===== src/rtl/cmd_pkg.sv =====
// Command-frame shared definitions.
// Byte positions within a frame and the frame-assembly FSM state type.
package cmd_pkg;

  localparam logic [1:0] IDX_CMD = 2'd0;
  localparam logic [1:0] IDX_LO  = 2'd1;
  localparam logic [1:0] IDX_HI  = 2'd2;

  typedef enum logic [1:0] {
    WAIT_CMD = IDX_CMD,
    WAIT_LO  = IDX_LO,
    WAIT_HI  = IDX_HI
  } frm_state_t;

endpackage


===== src/rtl/uart_rx.sv =====
// 8N1 serial receiver with double-flop input sync.
// Pulses rdy on a good stop bit, frm_err on a bad one.
module uart_rx #(
  parameter int BAUD_DIV = 2604
) (
  input  logic       clk,
  input  logic       rst_n,
  input  logic       RX,
  output logic       rdy,
  output logic [7:0] rx_data,
  output logic       frm_err
);

  localparam logic [1:0] S_IDLE  = 2'd0;
  localparam logic [1:0] S_START = 2'd1;
  localparam logic [1:0] S_DATA  = 2'd2;
  localparam logic [1:0] S_STOP  = 2'd3;

  localparam int CW = $clog2(BAUD_DIV + 1);
  localparam logic [CW-1:0] HALF_M1 = CW'(BAUD_DIV / 2 - 1);
  localparam logic [CW-1:0] FULL_M1 = CW'(BAUD_DIV - 1);

  logic          r_rx_s1;
  logic          r_rx_s2;
  logic          r_rx_d;
  logic [1:0]    r_state;
  logic [CW-1:0] r_cnt;
  logic [2:0]    r_bit;
  logic [7:0]    r_sh;

  assign rx_data = r_sh;

  // Synchronizer plus one delay stage for edge detect; preset high
  always_ff @(posedge clk or negedge rst_n) begin
    if (!rst_n) begin
      r_rx_s1 <= 1'b1;
      r_rx_s2 <= 1'b1;
      r_rx_d  <= 1'b1;
    end else begin
      r_rx_s1 <= RX;
      r_rx_s2 <= r_rx_s1;
      r_rx_d  <= r_rx_s2;
    end
  end

  // Bit timing: mid-start after half a bit, then one bit apart
  always_ff @(posedge clk or negedge rst_n) begin
    if (!rst_n) begin
      r_state <= S_IDLE;
      r_cnt   <= '0;
      r_bit   <= '0;
      r_sh    <= '0;
      rdy     <= 1'b0;
      frm_err <= 1'b0;
    end else begin
      rdy     <= 1'b0;
      frm_err <= 1'b0;
      unique case (r_state)
        S_IDLE: begin
          if (r_rx_d && !r_rx_s2) begin
            r_state <= S_START;
            r_cnt   <= '0;
          end
        end
        S_START: begin
          if (r_cnt == HALF_M1) begin
            r_cnt <= '0;
            r_bit <= '0;
            if (r_rx_s2) r_state <= S_IDLE;
            else         r_state <= S_DATA;
          end else begin
            r_cnt <= r_cnt + CW'(1);
          end
        end
        S_DATA: begin
          if (r_cnt == FULL_M1) begin
            r_cnt <= '0;
            r_sh  <= {r_rx_s2, r_sh[7:1]};
            if (r_bit == 3'd7) r_state <= S_STOP;
            else               r_bit   <= r_bit + 3'd1;
          end else begin
            r_cnt <= r_cnt + CW'(1);
          end
        end
        S_STOP: begin
          if (r_cnt == FULL_M1) begin
            r_cnt   <= '0;
            r_state <= S_IDLE;
            if (r_rx_s2) rdy     <= 1'b1;
            else         frm_err <= 1'b1;
          end else begin
            r_cnt <= r_cnt + CW'(1);
          end
        end
        default: r_state <= S_IDLE;
      endcase
    end
  end

endmodule


===== src/rtl/uart_wrapper.sv =====
// Assembles three UART bytes into a cmd/data command.
// Outputs hold until the next frame completes.
module uart_wrapper
  import cmd_pkg::*;
#(
  parameter int BAUD_DIV = 2604,
  parameter int GAP_TMO  = 1 << 20
) (
  input  logic        clk,
  input  logic        rst_n,
  input  logic        RX,
  input  logic        clr_cmd_rdy,
  output logic        cmd_rdy,
  output logic [7:0]  cmd,
  output logic [15:0] data
);

  localparam int GW = $clog2(GAP_TMO + 1);
  localparam logic [GW-1:0] GAP_M1 = GW'(GAP_TMO - 1);

  logic          w_rdy;
  logic          w_frm_err;
  logic [7:0]    w_rx_data;
  logic          w_done;
  logic          w_new;
  frm_state_t    r_state;
  logic [GW-1:0] r_gap;
  logic [7:0]    r_sh_cmd;
  logic [7:0]    r_sh_lo;

  uart_rx #(
    .BAUD_DIV(BAUD_DIV)
  ) u_rx (
    .clk     (clk),
    .rst_n   (rst_n),
    .RX      (RX),
    .rdy     (w_rdy),
    .rx_data (w_rx_data),
    .frm_err (w_frm_err)
  );

  assign w_done = w_rdy && (r_state == WAIT_HI);
  assign w_new  = w_rdy && (r_state == WAIT_CMD);

  // Frame assembly, inter-byte gap timeout, framing-error recovery
  always_ff @(posedge clk or negedge rst_n) begin
    if (!rst_n) begin
      r_state  <= WAIT_CMD;
      r_gap    <= '0;
      r_sh_cmd <= '0;
      r_sh_lo  <= '0;
    end else if (w_frm_err) begin
      r_state <= WAIT_CMD;
      r_gap   <= '0;
    end else if (w_rdy) begin
      r_gap <= '0;
      unique case (r_state)
        WAIT_CMD: begin
          r_sh_cmd <= w_rx_data;
          r_state  <= WAIT_LO;
        end
        WAIT_LO: begin
          r_sh_lo <= w_rx_data;
          r_state <= WAIT_HI;
        end
        WAIT_HI: r_state <= WAIT_CMD;
        default: r_state <= WAIT_CMD;
      endcase
    end else if (r_state == WAIT_CMD) begin
      r_gap <= '0;
    end else if (r_gap == GAP_M1) begin
      r_state <= WAIT_CMD;
      r_gap   <= '0;
    end else begin
      r_gap <= r_gap + GW'(1);
    end
  end

  // Publish on frame completion; completion beats any clear
  always_ff @(posedge clk or negedge rst_n) begin
    if (!rst_n) begin
      cmd_rdy <= 1'b0;
      cmd     <= '0;
      data    <= '0;
    end else if (w_done) begin
      cmd_rdy <= 1'b1;
      cmd     <= r_sh_cmd;
      data    <= {w_rx_data, r_sh_lo};
    end else if (w_new || clr_cmd_rdy) begin
      cmd_rdy <= 1'b0;
    end
  end

endmodule


===== config.mk =====
export PLATFORM = sky130hd
export DESIGN_NAME = uart_wrapper
export DESIGN_NICKNAME = d
export VERILOG_FILES = /design/src/rtl/cmd_pkg.sv /design/src/rtl/uart_rx.sv /design/src/rtl/uart_wrapper.sv
export SDC_FILE = /design/constraint.sdc
export NUM_CORES = 1
export LEC_CHECK = 0
export CAP_MARGIN = 40
export CORE_MARGIN = 2
export CORE_UTILIZATION = 35
export CTS_BUF_LIST = sky130_fd_sc_hd__clkbuf_8
export DETAILED_ROUTE_END_ITERATION = 10
export MAX_ROUTING_LAYER = met4
export SYNTH_ARGS = -nofsm -noshare
export SYNTH_HDL_FRONTEND = slang
export SYNTH_SLANG_ARGS = --single-unit

===== constraint.sdc =====
create_clock -name clk -period 1.9 [get_ports clk]
set_clock_uncertainty 0.15 [all_clocks]
set_input_delay 0.38 -clock clk [delete_from_list [all_inputs] [get_ports clk]]
set_output_delay 0.38 -clock clk [all_outputs]
set_load 0.005 [all_outputs]

==> out/results.tsv, run 1 <==
metric	value	unit
drt-total-wl	7825	µm
clock_latency	0.36	ns
synthTopCellsByArea	dfrtp_1, mux2_2, nor2_1	
synth_top_flop_cell	dfrtp_1	
required	2.00	ns
async_flop_share	100.0	%
power_density	799.0	nW/µm²
antenna_found_initial	0	
syn_to_final_growth	28.31	%
std_cell_rows	39	
grt_first_pass_wirelength	13740	µm
synth_area_per_cell	12.36	µm²
synth_edf_count	0	
post_synth_num_cell_types	48	
hold_violations	0	
portBuffers	28	
clkSlewWorstSetupHoldPaths	0.10	ns
via_per_inst	4.877	
initial_core_util	35.77	%
fin_crit_sh	101.9	%
cp-start-kind	flop	
cts_buffers	9	
failed_checks	negative setup slack	
wl_per_cell	13.95	µm
yosysTopAreaCellShare	56.00	%
synth_most_common_cell	dfrtp_1	
synth_cells	329	
clock_path_buffers	2	
nFillCells	1050	
crit_arrival	2.03	ns
finalSetupViolCount	2	
yosysSeqAreaShare	57.94	%
drtIter0Drc	91	
instances_no_fill	561	
htree_num_levels	3	
status	finished, violations left	
nets	422	
setup_tns	-0.04537	ns
cts_tree	yes	
clockRootBuffer	clkbuf_8	
cpPeakStageDelay	0.58	ns
finalMaxSlewViolations	0	
critical_path_buf_inv_count	0	
synth_area	4066	µm²
final-seq-area	2357	µm²
multi_input_area	1733	µm²
die_area	12500	µm²
cp_max_fo	5	
core	11370	µm²
dp_hpwl	5509	µm
syn-num-nets	338	
num_antenna_cells	0	
cp-end-kind	flop	
grt_pass1_vias	2883	
yosysWarningCount	0	
post-place-cells	534	
hold_class	flop to flop	
rsz0062_at_grt	yes	
vias	2736	
finalWeightedCongestion	0.8256	
drv_cap	0	
synth_common_cells	dfrtp_1, mux2_2, nor2_1	
ys_ff_latch	94	
post-route-min-period	1.936	ns
synth.largest_area_cell	dfrtp_1	
crit_chain	nand3_2, or3_4, or4_4, a31o_4	
grt_max_degree	35	
drtPass1Iterations	4	
drive_gt1_share	35.17	%
track_usage	13.87	%
finalPower	4.169	mW
grt.overflow.total	0	
irDropWorstVdd	0.0007074	V
post-route-drc-count	0	
rrSetupSlack	-0.04	ns
tightest_slew	0.4971	ns
setup.worst_path.class	flop to flop	
slew_headroom	66.86	%
clkSinkCount	94	
fin_util	45.89	%
crit_family	simple AND/OR/NAND/NOR gates	
setup_ws	-0.03600	ns
cellLeakagePower	2.397	nW
ant_nets	0	
dieWidth	111.8	µm
pre_cts_slack	-0.06220	ns
cpMaxStageDelayCell	or4_4	
fmax	516.5	MHz
die_h	111.8	µm
ioPinCount	29	
registers in the layout, summed over array words and instances (netlist names), 3 cells and up, named ones only:
| signal | cells |
|---|---|
| r_gap | 21 |
| data | 16 |
| u_rx.r_cnt | 12 |
| cmd | 8 |
| r_sh_cmd | 8 |
| r_sh_lo | 8 |
| u_rx.rx_data | 8 |
| u_rx.r_bit | 3 |
worst paths after layout:
kind / startpoint / to / depth (start not counted)
max: r_gap[15] / r_state[0] / 4
min: u_rx.r_rx_s1 / u_rx.r_rx_s2 / 0
max reg2reg: r_gap[15] / r_state[0] / 4
min reg2reg: u_rx.r_rx_s1 / u_rx.r_rx_s2 / 0
max in group asynchronous: rst_n / data[15] / 3
min in group asynchronous: rst_n / cmd[5] / 2
layout by cell type (no fill, tap or decap), types with 3 or more instances in the layout:
cell type	count
clkdlybuf4s50_1	27
o21ai_0	8
dfstp_2	3
a21oi_1	5
nor2_1	27
nand3_1	12
nand4_1	4
a31oi_1	6
nor3b_2	3
clkbuf_8	9
buf_4	46
nand3_2	3
buf_12	3
mux2_2	48
nand2_1	22
nor2b_1	4
inv_1	11
xor2_1	9
dfrtp_1	90
nor4_1	3
ha_1	3
and3_1	4
xnor2_1	12
nor3_1	3
buf_6	3
cell families (layout without fill, tap and decap cells):
family                     after synthesis  count (layout)  synth area share, %
DFF                                     94              94                57.94
adders and majority gates                5               5                1.538
xor gates and xnor gates                21              21                4.523
muxes                                   51              51                14.06
buffers and inverters                   19             107                2.092
AOI/OAI and AO/OA                       35              35                5.754
and+or+nand+nor                        104             105                14.09
where the power goes:
group          switching [mW]  internal, mW  total (mW)
logic                   0.411         0.351       0.763
clock network           0.747         0.505        1.25
registers              0.0748          2.08        2.15
total                    1.23          2.94        4.17
timing repair:
| action | CTS | global route |
|---|---|---|
| endpoints found under the setup margin | 28 | 34 |
| pin swaps | 5 | 12 |
| gates resized for setup | 8 | 13 |
| hold endpoints to repair | 27 | 0 |
| setup buffers | 3 | 6 |
| hold buffers | 1 | 0 |
| gates cloned | 1 | 0 |
per-layer routing:
layer	vias to the layer above	wire [µm]	share of wire [%]	GRT usage [%]
met1	1377	3577	46	17.28
met5	-	0	0	-
met3	6	176	2.2	3.212
met2	27	4007	51	22.99
li1	1326	-	-	-
met4	0	63	0.81	3.457
metrics by stage:
stage,area (µm²),hold slack [ns]
global route,5218,0.2245
global placement,4845,0.1963
floorplan,4085,-0.06559
CTS,5127,0.2130
detailed placement,4845,0.1985
finish,5218,0.2120
cell type report:
| type | count | area share, % |
|---|---|---|
| Sequential cell | 94 | 45.18 |
| Multi-Input combinational cell | 217 | 33.21 |
| Timing Repair Buffer | 80 | 13.79 |
| Tap cell | 143 | 3.429 |
| Clock buffer | 9 | 2.374 |
| Clock inverter | 7 | 1.223 |
| Inverter | 11 | 0.7914 |
(Power assumes the default switching activity.)
==> inputs of run 2 (changes only) <==
--- a/config.mk
+++ b/config.mk
@@ -6,11 +6,12 @@
 export NUM_CORES = 1
 export LEC_CHECK = 0
 export CAP_MARGIN = 40
-export CORE_MARGIN = 2
+export CORE_MARGIN = 4
 export CORE_UTILIZATION = 35
 export CTS_BUF_LIST = sky130_fd_sc_hd__clkbuf_8
 export DETAILED_ROUTE_END_ITERATION = 10
 export MAX_ROUTING_LAYER = met4
+export SLEW_MARGIN = 20
 export SYNTH_ARGS = -nofsm -noshare
 export SYNTH_HDL_FRONTEND = slang
 export SYNTH_SLANG_ARGS = --single-unit
==> run 2 against run 1 <==
Die area is 7.3% higher. Critical path type unchanged. Count of clock-buffer cells in the layout unchanged. Core utilization rose by 0.37 points. The run still ends with negative setup slack left. Combinational power is 6.7% higher. Clock power hardly changed. Worst setup slack lost 0.0098 ns. Critical endpoint unchanged. Cell area is 1.2% higher.
==> out/results.tsv, run 2 (same netlist as run 1, synthesis figures left out) <==
metric	value	unit	change
status	finished, violations left		unchanged
failed_checks	negative setup slack		unchanged
vias	2734		was 2,736
htree_num_levels	3		unchanged
track_usage	12.70	%	was 13.87%
max_flop_register	r_gap		unchanged
reg2regPathDepth	4		unchanged
clockRootBuffer	clkbuf_8		unchanged
fin_crit_sh	102.4	%	was 101.9%
nets	423		was 422
holdCritStartpoint	u_rx.r_rx_s1		unchanged
clkSinkCount	94		unchanged
setup_ws	-0.04584	ns	was -0.03600 ns
fmax	513.9	MHz	was 516.5 MHz
finalSetupViolCount	3		was 2
final_common_cell	dfrtp_1		unchanged
drive_gt1_share	36.99	%	was 35.17%
portBuffers	28		unchanged
tightest_slew	0.5605	ns	was 0.4971 ns
cts_tree	yes		unchanged
ioPinCount	29		unchanged
power_density	797.8	nW/µm²	was 799.0 nW/µm²
layout_common_cells	dfrtp_1, mux2_2, buf_4		unchanged
post-route-min-period	1.946	ns	was 1.936 ns
crit_chain	inv_2, or3_4, or4_4, a31o_4		was nand3_2, or3_4, or4_4, a31o_4
num_antenna_cells	0		unchanged
rr_startpoint	r_gap[17]		was r_gap[15]
required	1.99	ns	was 2.00 ns
crit_start	r_gap[17]		was r_gap[15]
hold_class	flop to flop		unchanged
finalMaxSlewViolations	0		unchanged
grt.overflow.total	0		unchanged
fin_util	46.26	%	was 45.89%
syn_to_final_growth	29.91	%	was 28.31%
drv_cap	0		unchanged
antenna_found_initial	0		unchanged
irDropWorstVdd	0.0005937	V	was 0.0007074 V
fin_hold_ws	0.2126	ns	was 0.2120 ns
cp-end-kind	flop		unchanged
via_per_inst	4.865		was 4.877
clock_latency	0.35	ns	was 0.36 ns
ant_nets	0		unchanged
setup_tns	-0.1018	ns	was -0.04537 ns
core	11420	µm²	was 11,370 µm²
cpMaxStageDelayCell	or4_4		unchanged
die_area	13410	µm²	was 12,500 µm²
drtPass1Iterations	4		unchanged
grt_first_pass_wirelength	13350	µm	was 13,740 µm
hold_violations	0		unchanged
initial_core_util	35.61	%	was 35.77%
std_cell_rows	39		unchanged
setup.worst_path.class	flop to flop		unchanged
dieWidth	115.8	µm	was 111.8 µm
clock_path_buffers	2		unchanged
top_regs	r_gap: 21 flops, data: 16 flops, u_rx.r_cnt: 12 flops		unchanged
post-route-drc-count	0		unchanged
drt-total-wl	7657	µm	was 7825 µm
clkSlewWorstSetupHoldPaths	0.10	ns	about the same
cp-start-kind	flop		unchanged
rsz0062_at_grt	yes		unchanged
dp_hpwl	5289	µm	was 5509 µm
wl_per_cell	13.62	µm	was 13.95 µm
finalWeightedCongestion	0.8300		was 0.8256
largest_register_ffs	21		unchanged
drtIter0Drc	146		was 91
cp_max_fo	6		was 5
cellLeakagePower	2.402	nW	was 2.397 nW
crit_arrival	2.04	ns	was 2.03 ns
hold_depth	0		unchanged
grt_max_degree	30		was 35
die_h	115.8	µm	was 111.8 µm
pre_cts_slack	-0.05363	ns	was -0.06220 ns
cts_buffers	9		unchanged
slew_headroom	62.63	%	was 66.86%
grt_pass1_vias	2851		was 2,883
cpPeakStageDelay	0.61	ns	was 0.58 ns
==> run 2: changes by cell type in the layout (fill, tap and decap cells not counted), moves of 2 or more <==
cell / previous run / this run
nor4_2: 0 / 3
nor4_1: 3 / 0
buf_6: 3 / 6
o21ai_1: 0 / 2
ha_4: 0 / 2
buf_4: 46 / 44
inv_2: 0 / 2
==> run 2: metal layers <==
| layer | track usage [%] | routed length [µm] | vias up |
|---|---|---|---|
| li1 | - | - | 1326 |
| met1 | 16.76 | 3664 | 1369 |
| met2 | 19.79 | 3721 | 37 |
| met3 | 3.290 | 242 | 2 |
| met4 | 2.939 | 28 | 0 |
| met5 | - | 0 | - |
==> run 2: worst max-delay path, delay by kind of cell, from the launching register on <==
family / cells / cell delay [ns]
flip-flops: 1 / 0.39
AO/OA/AOI/OAI: 1 / 0.26
AND/OR/NAND/NOR: 2 / 0.99
buffers and inverters: 1 / 0.05
==> run 2: final timing paths <==
check	to	slack, ns
setup / recovery	r_state[0]	-0.05
hold / removal	u_rx.r_rx_s2	0.21
setup reg to reg	r_state[0]	-0.05
hold reg to reg	u_rx.r_rx_s2	0.21
max in group asynchronous	r_gap[9]	0.72
min in group asynchronous	cmd[5]	0.32
==> run 2: per-stage QoR <==
| stage | power [mW] | area, µm² | std cells |
|---|---|---|---|
| floorplan | 2.576 | 4085 | 329 |
| global placement | 2.849 | 4840 | 535 |
| detailed placement | 2.867 | 4840 | 535 |
| CTS | 4.134 | 5092 | 555 |
| global route | 4.479 | 5283 | 562 |
| finish | 4.215 | 5283 | 562 |
==> run 2: power breakdown <==
group / total, mW / internal, mW / switching [mW]
clock network: 1.22 / 0.496 / 0.724
logic: 0.814 / 0.396 / 0.419
registers: 2.18 / 2.08 / 0.0987
==> run 2: final cells by class <==
type | count | area (µm²)
Inverter | 11 | 41.29
Timing Repair Buffer | 80 | 718.2
Multi-Input combinational cell | 218 | 1803
Sequential cell | 94 | 2359
Clock inverter | 7 | 58.81
Tap cell | 143 | 178.9
Clock buffer | 9 | 123.9
Fill cell | 1076 | 6136
==> run 2: timing repair <==
| item | 4_1_cts | 5_1_grt |
|---|---|---|
| hold endpoints to repair | 21 | 0 |
| setup endpoints to repair | 28 | 37 |
| pin swaps | 2 | 11 |
| hold buffers | 1 | 0 |
| cloned | 1 | 2 |
| gates resized for setup | 7 | 31 |
| setup buffers | 2 | 6 |
